--- config.mk ---
export PLATFORM = sky130hd
export DESIGN_NAME = lcd_driver
export DESIGN_NICKNAME = d
export VERILOG_FILES = /design/src/rtl/lcd_pkg.sv /design/src/rtl/lcd_fifo.sv /design/src/rtl/lcd_driver.sv
export SDC_FILE = /design/constraint.sdc
export NUM_CORES = 1
export LEC_CHECK = 0
export CAP_MARGIN = 40
export CORE_MARGIN = 1
export CORE_UTILIZATION = 53
export DETAILED_ROUTE_END_ITERATION = 6
export GPL_ROUTABILITY_DRIVEN = 0
export PLACE_DENSITY = 0.75
export SYNTH_ARGS = -nofsm -noshare
export SYNTH_HDL_FRONTEND = slang
export SYNTH_SLANG_ARGS = --single-unit
--- constraint.sdc ---
create_clock -name clk_i -period 2.57 [get_ports clk_i]
set_input_delay 0.514 -clock clk_i [delete_from_list [all_inputs] [get_ports clk_i]]
set_output_delay 0.514 -clock clk_i [all_outputs]
set_load 0.05 [all_outputs]
--- src/rtl/lcd_pkg.sv ---
// lcd_pkg: shared types and constants for the HD44780 write-only driver.
//   state_e        - controller FSM states
//   CMD_*          - HD44780 command bytes used by the driver
//   DEF_*          - default timing values in 50 MHz clocks
//   is_long_cmd()  - selects the long execution wait for clear/home
//   init_cmd()     - power-up initialisation command sequence
package lcd_pkg;

  localparam int unsigned CNT_W = 21;

  localparam logic [7:0] CMD_CLEAR      = 8'h01;
  localparam logic [7:0] CMD_HOME       = 8'h02;
  localparam logic [7:0] CMD_FUNC_SET   = 8'h38;
  localparam logic [7:0] CMD_DISP_ON    = 8'h0C;
  localparam logic [7:0] CMD_ENTRY_MODE = 8'h06;

  localparam int unsigned DEF_SETUP_CYC  = 2;
  localparam int unsigned DEF_EN_CYC     = 12;
  localparam int unsigned DEF_HOLD_CYC   = 10;
  localparam int unsigned DEF_SHORT_WAIT = 1850;
  localparam int unsigned DEF_LONG_WAIT  = 76000;
  localparam int unsigned DEF_PWRUP_WAIT = 2000000;
  localparam int unsigned DEF_FIFO_DEPTH = 4;

  localparam int unsigned INIT_LEN = 4;

  typedef enum logic [2:0] {
    ST_IDLE,
    ST_SETUP,
    ST_PULSE,
    ST_HOLD,
    ST_WAIT,
    ST_PWRUP,
    ST_INIT
  } state_e;

  function automatic logic is_long_cmd(input logic rs, input logic [7:0] data);
    return !rs && ((data == CMD_CLEAR) || (data == CMD_HOME));
  endfunction

  function automatic logic [7:0] init_cmd(input logic [1:0] idx);
    logic [7:0] c;
    unique case (idx)
      2'd0:    c = CMD_FUNC_SET;
      2'd1:    c = CMD_DISP_ON;
      2'd2:    c = CMD_CLEAR;
      default: c = CMD_ENTRY_MODE;
    endcase
    return c;
  endfunction

endpackage

--- src/rtl/lcd_fifo.sv ---
// lcd_fifo: synchronous FIFO buffering {rs, data} entries for the driver.
//   clk_i, rst_ni   - clock, async active-low reset (empties the FIFO)
//   push_i, din_i   - write request and entry (ignored when full)
//   pop_i, dout_o   - read request and head entry (ignored when empty)
//   empty_o, full_o - occupancy flags
module lcd_fifo #(
  parameter int unsigned DEPTH = 4,
  parameter int unsigned WIDTH = 9
) (
  input  logic             clk_i,
  input  logic             rst_ni,
  input  logic             push_i,
  input  logic [WIDTH-1:0] din_i,
  input  logic             pop_i,
  output logic [WIDTH-1:0] dout_o,
  output logic             empty_o,
  output logic             full_o
);

  localparam int unsigned AW = $clog2(DEPTH);

  logic [WIDTH-1:0] mem_q [DEPTH];
  logic [AW:0]      wr_ptr_q, wr_ptr_d;
  logic [AW:0]      rd_ptr_q, rd_ptr_d;
  logic             push_ok, pop_ok;

  // Extra pointer MSB distinguishes full from empty when the indices match.
  assign empty_o = (wr_ptr_q == rd_ptr_q);
  assign full_o  = (wr_ptr_q[AW] != rd_ptr_q[AW]) &&
                   (wr_ptr_q[AW-1:0] == rd_ptr_q[AW-1:0]);
  assign dout_o  = mem_q[rd_ptr_q[AW-1:0]];

  assign push_ok = push_i && !full_o;
  assign pop_ok  = pop_i && !empty_o;

  always_comb begin
    wr_ptr_d = wr_ptr_q;
    rd_ptr_d = rd_ptr_q;
    if (push_ok) wr_ptr_d = wr_ptr_q + 1'b1;
    if (pop_ok)  rd_ptr_d = rd_ptr_q + 1'b1;
  end

  always_ff @(posedge clk_i or negedge rst_ni) begin
    if (!rst_ni) begin
      wr_ptr_q <= '0;
      rd_ptr_q <= '0;
    end else begin
      wr_ptr_q <= wr_ptr_d;
      rd_ptr_q <= rd_ptr_d;
    end
  end

  always_ff @(posedge clk_i) begin
    if (push_ok) mem_q[wr_ptr_q[AW-1:0]] <= din_i;
  end

endmodule

--- src/rtl/lcd_driver.sv ---
// lcd_driver: write-only HD44780 character LCD driver with a small write
// buffer. Each buffered byte is presented on lcd_data_o/lcd_rs_o, strobed
// with lcd_en_o, then followed by the command execution wait.
//   clk_i, rst_ni            - 50 MHz clock, async active-low reset
//   wr_valid_i/wr_ready_o    - byte handshake; wr_rs_i, wr_data_i payload
//   lcd_on_i                 - requested backlight/power state
//   busy_o                   - buffer non-empty, transfer or init active
//   lcd_data_o, lcd_rs_o, lcd_rw_o, lcd_en_o, lcd_on_o - panel pins
// Build option: define LCD_INIT_EN to run the power-up delay and the
// 0x38/0x0C/0x01/0x06 init sequence after reset before accepting bytes.
module lcd_driver
  import lcd_pkg::*;
#(
  parameter int unsigned SETUP_CYC  = DEF_SETUP_CYC,
  parameter int unsigned EN_CYC     = DEF_EN_CYC,
  parameter int unsigned HOLD_CYC   = DEF_HOLD_CYC,
  parameter int unsigned SHORT_WAIT = DEF_SHORT_WAIT,
  parameter int unsigned LONG_WAIT  = DEF_LONG_WAIT,
  parameter int unsigned PWRUP_WAIT = DEF_PWRUP_WAIT,
  parameter int unsigned FIFO_DEPTH = DEF_FIFO_DEPTH
) (
  input  logic       clk_i,
  input  logic       rst_ni,
  input  logic       wr_valid_i,
  output logic       wr_ready_o,
  input  logic       wr_rs_i,
  input  logic [7:0] wr_data_i,
  input  logic       lcd_on_i,
  output logic       busy_o,
  output logic [7:0] lcd_data_o,
  output logic       lcd_rs_o,
  output logic       lcd_rw_o,
  output logic       lcd_en_o,
  output logic       lcd_on_o
);

  localparam logic [CNT_W-1:0] LD_SETUP = CNT_W'(SETUP_CYC - 1);
  localparam logic [CNT_W-1:0] LD_EN    = CNT_W'(EN_CYC - 1);
  localparam logic [CNT_W-1:0] LD_HOLD  = CNT_W'(HOLD_CYC - 1);
  localparam logic [CNT_W-1:0] LD_SHORT = CNT_W'(SHORT_WAIT - 1);
  localparam logic [CNT_W-1:0] LD_LONG  = CNT_W'(LONG_WAIT - 1);
  localparam logic [CNT_W-1:0] LD_PWRUP = CNT_W'(PWRUP_WAIT - 1);

  state_e           state_q, state_d;
  logic [CNT_W-1:0] cnt_q, cnt_d;
  logic [7:0]       data_q, data_d;
  logic             rs_q, rs_d;
  logic             en_q, en_d;
  logic             on_q;
  logic             alive_q;   // low during reset and its first cycle out
  logic             init_done;

  logic       fifo_push, fifo_pop, fifo_empty, fifo_full;
  logic [8:0] fifo_dout;

`ifdef LCD_INIT_EN
  logic [2:0] init_idx_q, init_idx_d;
  logic       init_done_q, init_done_d;
  assign init_done = init_done_q;
`else
  assign init_done = 1'b1;
`endif

  lcd_fifo #(
    .DEPTH (FIFO_DEPTH),
    .WIDTH (9)
  ) u_fifo (
    .clk_i   (clk_i),
    .rst_ni  (rst_ni),
    .push_i  (fifo_push),
    .din_i   ({wr_rs_i, wr_data_i}),
    .pop_i   (fifo_pop),
    .dout_o  (fifo_dout),
    .empty_o (fifo_empty),
    .full_o  (fifo_full)
  );

  assign fifo_push = wr_valid_i && wr_ready_o;

  // State register
  always_ff @(posedge clk_i or negedge rst_ni) begin
    if (!rst_ni) begin
`ifdef LCD_INIT_EN
      state_q     <= ST_PWRUP;
      init_idx_q  <= '0;
      init_done_q <= 1'b0;
`else
      state_q     <= ST_IDLE;
`endif
      cnt_q   <= LD_PWRUP;
      data_q  <= '0;
      rs_q    <= 1'b0;
      en_q    <= 1'b0;
      on_q    <= 1'b0;
      alive_q <= 1'b0;
    end else begin
`ifdef LCD_INIT_EN
      init_idx_q  <= init_idx_d;
      init_done_q <= init_done_d;
`endif
      state_q <= state_d;
      cnt_q   <= cnt_d;
      data_q  <= data_d;
      rs_q    <= rs_d;
      en_q    <= en_d;
      on_q    <= lcd_on_i;
      alive_q <= 1'b1;
    end
  end

  // Next-state logic
  always_comb begin
    state_d  = state_q;
    cnt_d    = cnt_q;
    data_d   = data_q;
    rs_d     = rs_q;
    fifo_pop = 1'b0;
`ifdef LCD_INIT_EN
    init_idx_d  = init_idx_q;
    init_done_d = init_done_q;
`endif
    unique case (state_q)
      ST_IDLE: ;
      ST_SETUP: begin
        if (cnt_q == '0) begin
          state_d = ST_PULSE;
          cnt_d   = LD_EN;
        end else begin
          cnt_d = cnt_q - 1'b1;
        end
      end
      ST_PULSE: begin
        if (cnt_q == '0) begin
          state_d = ST_HOLD;
          cnt_d   = LD_HOLD;
        end else begin
          cnt_d = cnt_q - 1'b1;
        end
      end
      ST_HOLD: begin
        if (cnt_q == '0) begin
          state_d = ST_WAIT;
          cnt_d   = is_long_cmd(rs_q, data_q) ? LD_LONG : LD_SHORT;
        end else begin
          cnt_d = cnt_q - 1'b1;
        end
      end
      ST_WAIT: begin
        if (cnt_q == '0) begin
          state_d = ST_IDLE;
`ifdef LCD_INIT_EN
          // Init commands chain straight into SETUP, same as buffered bytes.
          if (!init_done_q) begin
            if (init_idx_q == 3'(INIT_LEN)) begin
              init_done_d = 1'b1;
            end else begin
              state_d    = ST_SETUP;
              cnt_d      = LD_SETUP;
              data_d     = init_cmd(init_idx_q[1:0]);
              rs_d       = 1'b0;
              init_idx_d = init_idx_q + 1'b1;
            end
          end
`endif
        end else begin
          cnt_d = cnt_q - 1'b1;
        end
      end
`ifdef LCD_INIT_EN
      ST_PWRUP: begin
        if (cnt_q == '0) begin
          state_d = ST_INIT;
        end else begin
          cnt_d = cnt_q - 1'b1;
        end
      end
      ST_INIT: begin
        state_d    = ST_SETUP;
        cnt_d      = LD_SETUP;
        data_d     = init_cmd(init_idx_q[1:0]);
        rs_d       = 1'b0;
        init_idx_d = init_idx_q + 1'b1;
      end
`endif
      default: state_d = ST_IDLE;
    endcase

    // IDLE and a finished WAIT share the pop path, so queued bytes run
    // back-to-back without passing through an idle cycle.
    if (state_d == ST_IDLE && !fifo_empty) begin
      fifo_pop          = 1'b1;
      state_d           = ST_SETUP;
      cnt_d             = LD_SETUP;
      {rs_d, data_d}    = fifo_dout;
    end
  end

  // Output logic
  always_comb begin
    en_d       = (state_d == ST_PULSE);
    busy_o     = alive_q && (!fifo_empty || (state_q != ST_IDLE));
    wr_ready_o = alive_q && init_done && !fifo_full;
  end

  assign lcd_data_o = data_q;
  assign lcd_rs_o   = rs_q;
  assign lcd_rw_o   = 1'b0;
  assign lcd_en_o   = en_q;
  assign lcd_on_o   = on_q;

endmodule
==> impl_metrics.tcl, run 1 <==
set metrics [dict create \
    synth_edf_count 36 \
    min_period_ns 2.54 \
    syn_area_mm2 0.00373 \
    cts-root-buf "clkbuf_8" \
    die-area_mm2 0.00737 \
    drv_slew 0 \
    drv_cap 0 \
    yosysWarnings 0 \
    cts.htree.levels 3 \
    crit_chain "inv_2 -> ha_2 -> or4b_4 -> or4_4 -> o21ai_4 -> and2b_4 -> o21ai_0 -> o311ai_0" \
    dp_hpwl_mm 5.49 \
    vias 2656 \
    worstSetupEndpointType "register" \
    cts_tree "done" \
    syn_avg_cell_area_um2 12.4 \
    status "complete, no violations" \
    worst_pin_slew_ns 0.648 \
    whs_ns 0.100 \
    clock_path_buffers 2 \
    synth_top_family_by_area "simple AND/OR/NAND/NOR gates" \
    clock-skew-final_ns 0.00638 \
    antenna_found_initial 0 \
    die_y_um 85.8 \
    p_leak_uw 0.00175 \
    synth_fp_nets 320 \
    grt_pass1_wl_mm 12.5 \
    grt_max_degree 24 \
    path_clk_slew_ns 0.09 \
    grt_pass1_vias 2541 \
    synth-xor-area-share_pct 2.35 \
    required_ns 2.80 \
    ys_seq_area_share_pct 57.7 \
    crit_type "register to register" \
    start_util_pct 54.8 \
    area_delta_synth_final_pct 20.4 \
    ir_worst_vdd_mv 0.683 \
    gr-total-overflow 0 \
    die_w_um 85.8 \
    crit_family "simple AND/OR/NAND/NOR gates" \
    cp_max_fo 16 \
    synth_flop_cell "edfxtp_1" \
    antenna_cells 0 \
    first_pass_iters 5 \
    drc 0 \
    portBuffers 25 \
    hold_viol 0 \
    period_share_pct 99.0 \
    holdBufCountCts 0 \
    ant_nets 0 \
    synth_compound_area_share_pct 12.2 \
    row_count 30 \
    yosys.area_share.simple_pct 12.8 \
    min_path_type "input pin to asynchronous set/reset pin" \
    layout.area.seq_mm2 0.00215 \
    grt_use_total_pct 22.6 \
    nFillCells 511 \
    async_reset_ff_share_pct 53.8 \
    ios 27 \
    worstPathArrival_ns 2.78 \
    drt_wl_total_mm 7.71 \
    core-area_mm2 0.00679 \
    fmaxAchievable_mhz 393 \
    start_kind "register" \
    power.density_mw_per_mm2 1080 \
    nNetsFinal 371 \
    cpMaxStageDelayCell "or4_4" \
    crit_buf_inv 1 \
    clock-sinks 78 \
    setup-tns-final_ns 0 \
    synthMuxAreaShare_pct 9.94 \
    drive_gt1_share_pct 28.0 \
    yosysUniqueCellTypes 55 \
    max_stage_delay_ns 0.50 \
    drt_iter0_drc 240 \
    synth_seq_cells 78 \
    viasPerCell 5.86 \
    syn_inst 301 \
    synth_fa_ha_area_share_pct 2.01 \
    insertion_delay_ns 0.36 \
    multi_input_area_mm2 0.00151 \
    max_slew_margin_pct 56.5 \
    cts_buffers 9 \
    setup_viol_count_final 0 \
    wl_per_cell_um 17.0 \
]
-- flip-flops by register name, indices dropped and copies added (netlist names) --
name / count
state_q: 3
u_fifo.mem_q: 36
cnt_q: 21
lcd_rs_o: 1
lcd_data_o: 8
lcd_on_o: 1
u_fifo.wr_ptr_q: 3
u_fifo.rd_ptr_q: 3
lcd_en_o: 1
alive_q: 1
-- worst register-to-register path, cell delays in order (launching register included) --
cell,delay [ns]
dfstp_2,0.39
inv_2,0.05
ha_2,0.17
or4b_4,0.47
or4_4,0.50
o21ai_4,0.23
and2b_4,0.33
o21ai_0,0.15
o311ai_0,0.14
-- routing by layer --
layer,vias up,wire length [um],track usage [%]
met5,-,0,0
met4,0,163,11.4
met3,16,460,4.14
met2,120,3870,36.9
met1,1282,3220,29.2
li1,1238,-,-
-- synthesized netlist by cell type (4+ instances only) --
cell type,n,area (um^2)
xor2_1,6,52.6
o21ai_1,8,40.0
o22ai_1,6,37.5
dfrtp_1,29,726
nor4_1,5,31.3
ha_1,6,75.1
and3_1,6,37.5
a21oi_1,18,90.1
mux4_2,9,203
a31oi_1,6,37.5
edfxtp_1,36,1080
nand3_1,10,50.1
xnor2_1,4,35.0
mux2_4,9,135
clkbuf_1,5,18.8
dfstp_2,13,342
o21ai_0,12,60.1
nor3_1,7,35.0
nor2_1,24,90.1
inv_1,11,41.3
nand2_1,16,60.1
-- where the power goes --
| group | switching [uW] | internal [uW] |
|---|---|---|
| clock network | 515 | 375 |
| logic | 1100 | 876 |
| registers | 282 | 1700 |
-- what timing repair did --
| item | 4_1_cts | 5_1_grt |
|---|---|---|
| gates resized for setup | 3 | 13 |
| pin swaps | 0 | 2 |
| buffers inserted | 0 | 2 |
| setup endpoints to repair | 15 | 21 |
-- final timing paths --
path                            depth (start not counted)      from       end  slack [ns]
worst max-delay path                                    8  cnt_q[0]  cnt_q[4]        0.03
worst min-delay path                                    1    rst_ni  lcd_on_o        0.10
worst max register to register                          8  cnt_q[0]  cnt_q[4]        0.03
worst min register to register                          2  cnt_q[6]  cnt_q[6]        0.49
max in group asynchronous                               2    rst_ni  cnt_q[4]        1.91
min in group clk_i                                      2  cnt_q[6]  cnt_q[6]        0.49
-- kinds of logic after synthesis --
| kind of cell | after synthesis |
|---|---|
| AO/OA/AOI/OAI | 71 |
| flip-flops | 78 |
| multiplexers | 21 |
| other | 2 |
| XOR/XNOR | 10 |
| buffers and inverters | 22 |
| adder cells (fa/ha/maj) | 6 |
| AND/OR/NAND/NOR | 91 |
-- area by class of cell --
class                           count  share of cell area [%]
Clock buffer                        9                    2.76
Clock inverter                      7                    1.39
Inverter                           11                   0.921
Multi-Input combinational cell    201                    33.7
Sequential cell                    78                    47.9
Tap cell                           96                    2.68
Timing Repair Buffer               51                    10.7
-- layout by cell type (no fill, tap or decap), types with 3 or more instances in the layout --
| cell type | netlist | final |
|---|---|---|
| nor3_1 | 7 | 6 |
| ha_1 | 6 | 5 |
| nand3_1 | 10 | 9 |
| nor4_1 | 5 | 5 |
| or4_4 | 2 | 4 |
| o21ai_1 | 8 | 10 |
| nand2_1 | 16 | 14 |
| clkbuf_8 | 0 | 9 |
| inv_6 | 0 | 3 |
| dfrtp_1 | 29 | 29 |
| xor2_1 | 6 | 6 |
| clkdlybuf4s50_1 | 0 | 22 |
| o22ai_1 | 6 | 6 |
| inv_1 | 11 | 10 |
| buf_4 | 1 | 23 |
| edfxtp_1 | 36 | 36 |
| a221o_1 | 3 | 3 |
| nand2b_1 | 3 | 3 |
| nor2_1 | 24 | 23 |
| mux2_4 | 9 | 9 |
| and3_1 | 6 | 6 |
| o21ai_0 | 12 | 10 |
| buf_6 | 2 | 3 |
| nand4_1 | 3 | 3 |
| dfstp_2 | 13 | 13 |
| mux4_2 | 9 | 9 |
| xnor2_1 | 4 | 4 |
| a31oi_1 | 6 | 6 |
| a21oi_1 | 18 | 18 |
-- per-stage QoR --
step / instances / utilization (%) / cell area [um^2] / power [uW] / worst slack (ns)
detailed placement: 435 / 62.4 / 4240 / 3910 / -0.0898
finish: 453 / 66.0 / 4490 / 4850 / 0.0250
floorplan: 301 / - / 3730 / 3260 / 0.0118
global placement: 434 / 62.0 / 4210 / 3840 / -0.0232
CTS: 451 / 65.3 / 4430 / 4820 / 0.00561
global route: 453 / 66.0 / 4490 / 5140 / -0.0897
Note: power is estimated with default switching activity, not from simulation.
==> run 2, diff against run 1 <==
CTS_CLUSTER_DIAMETER = 40   (was not set)
HOLD_SLACK_MARGIN = 0.06   (was not set)
==> results of run 2 <==
The final DEF is identical to that of run 1; final timing and power are the same.
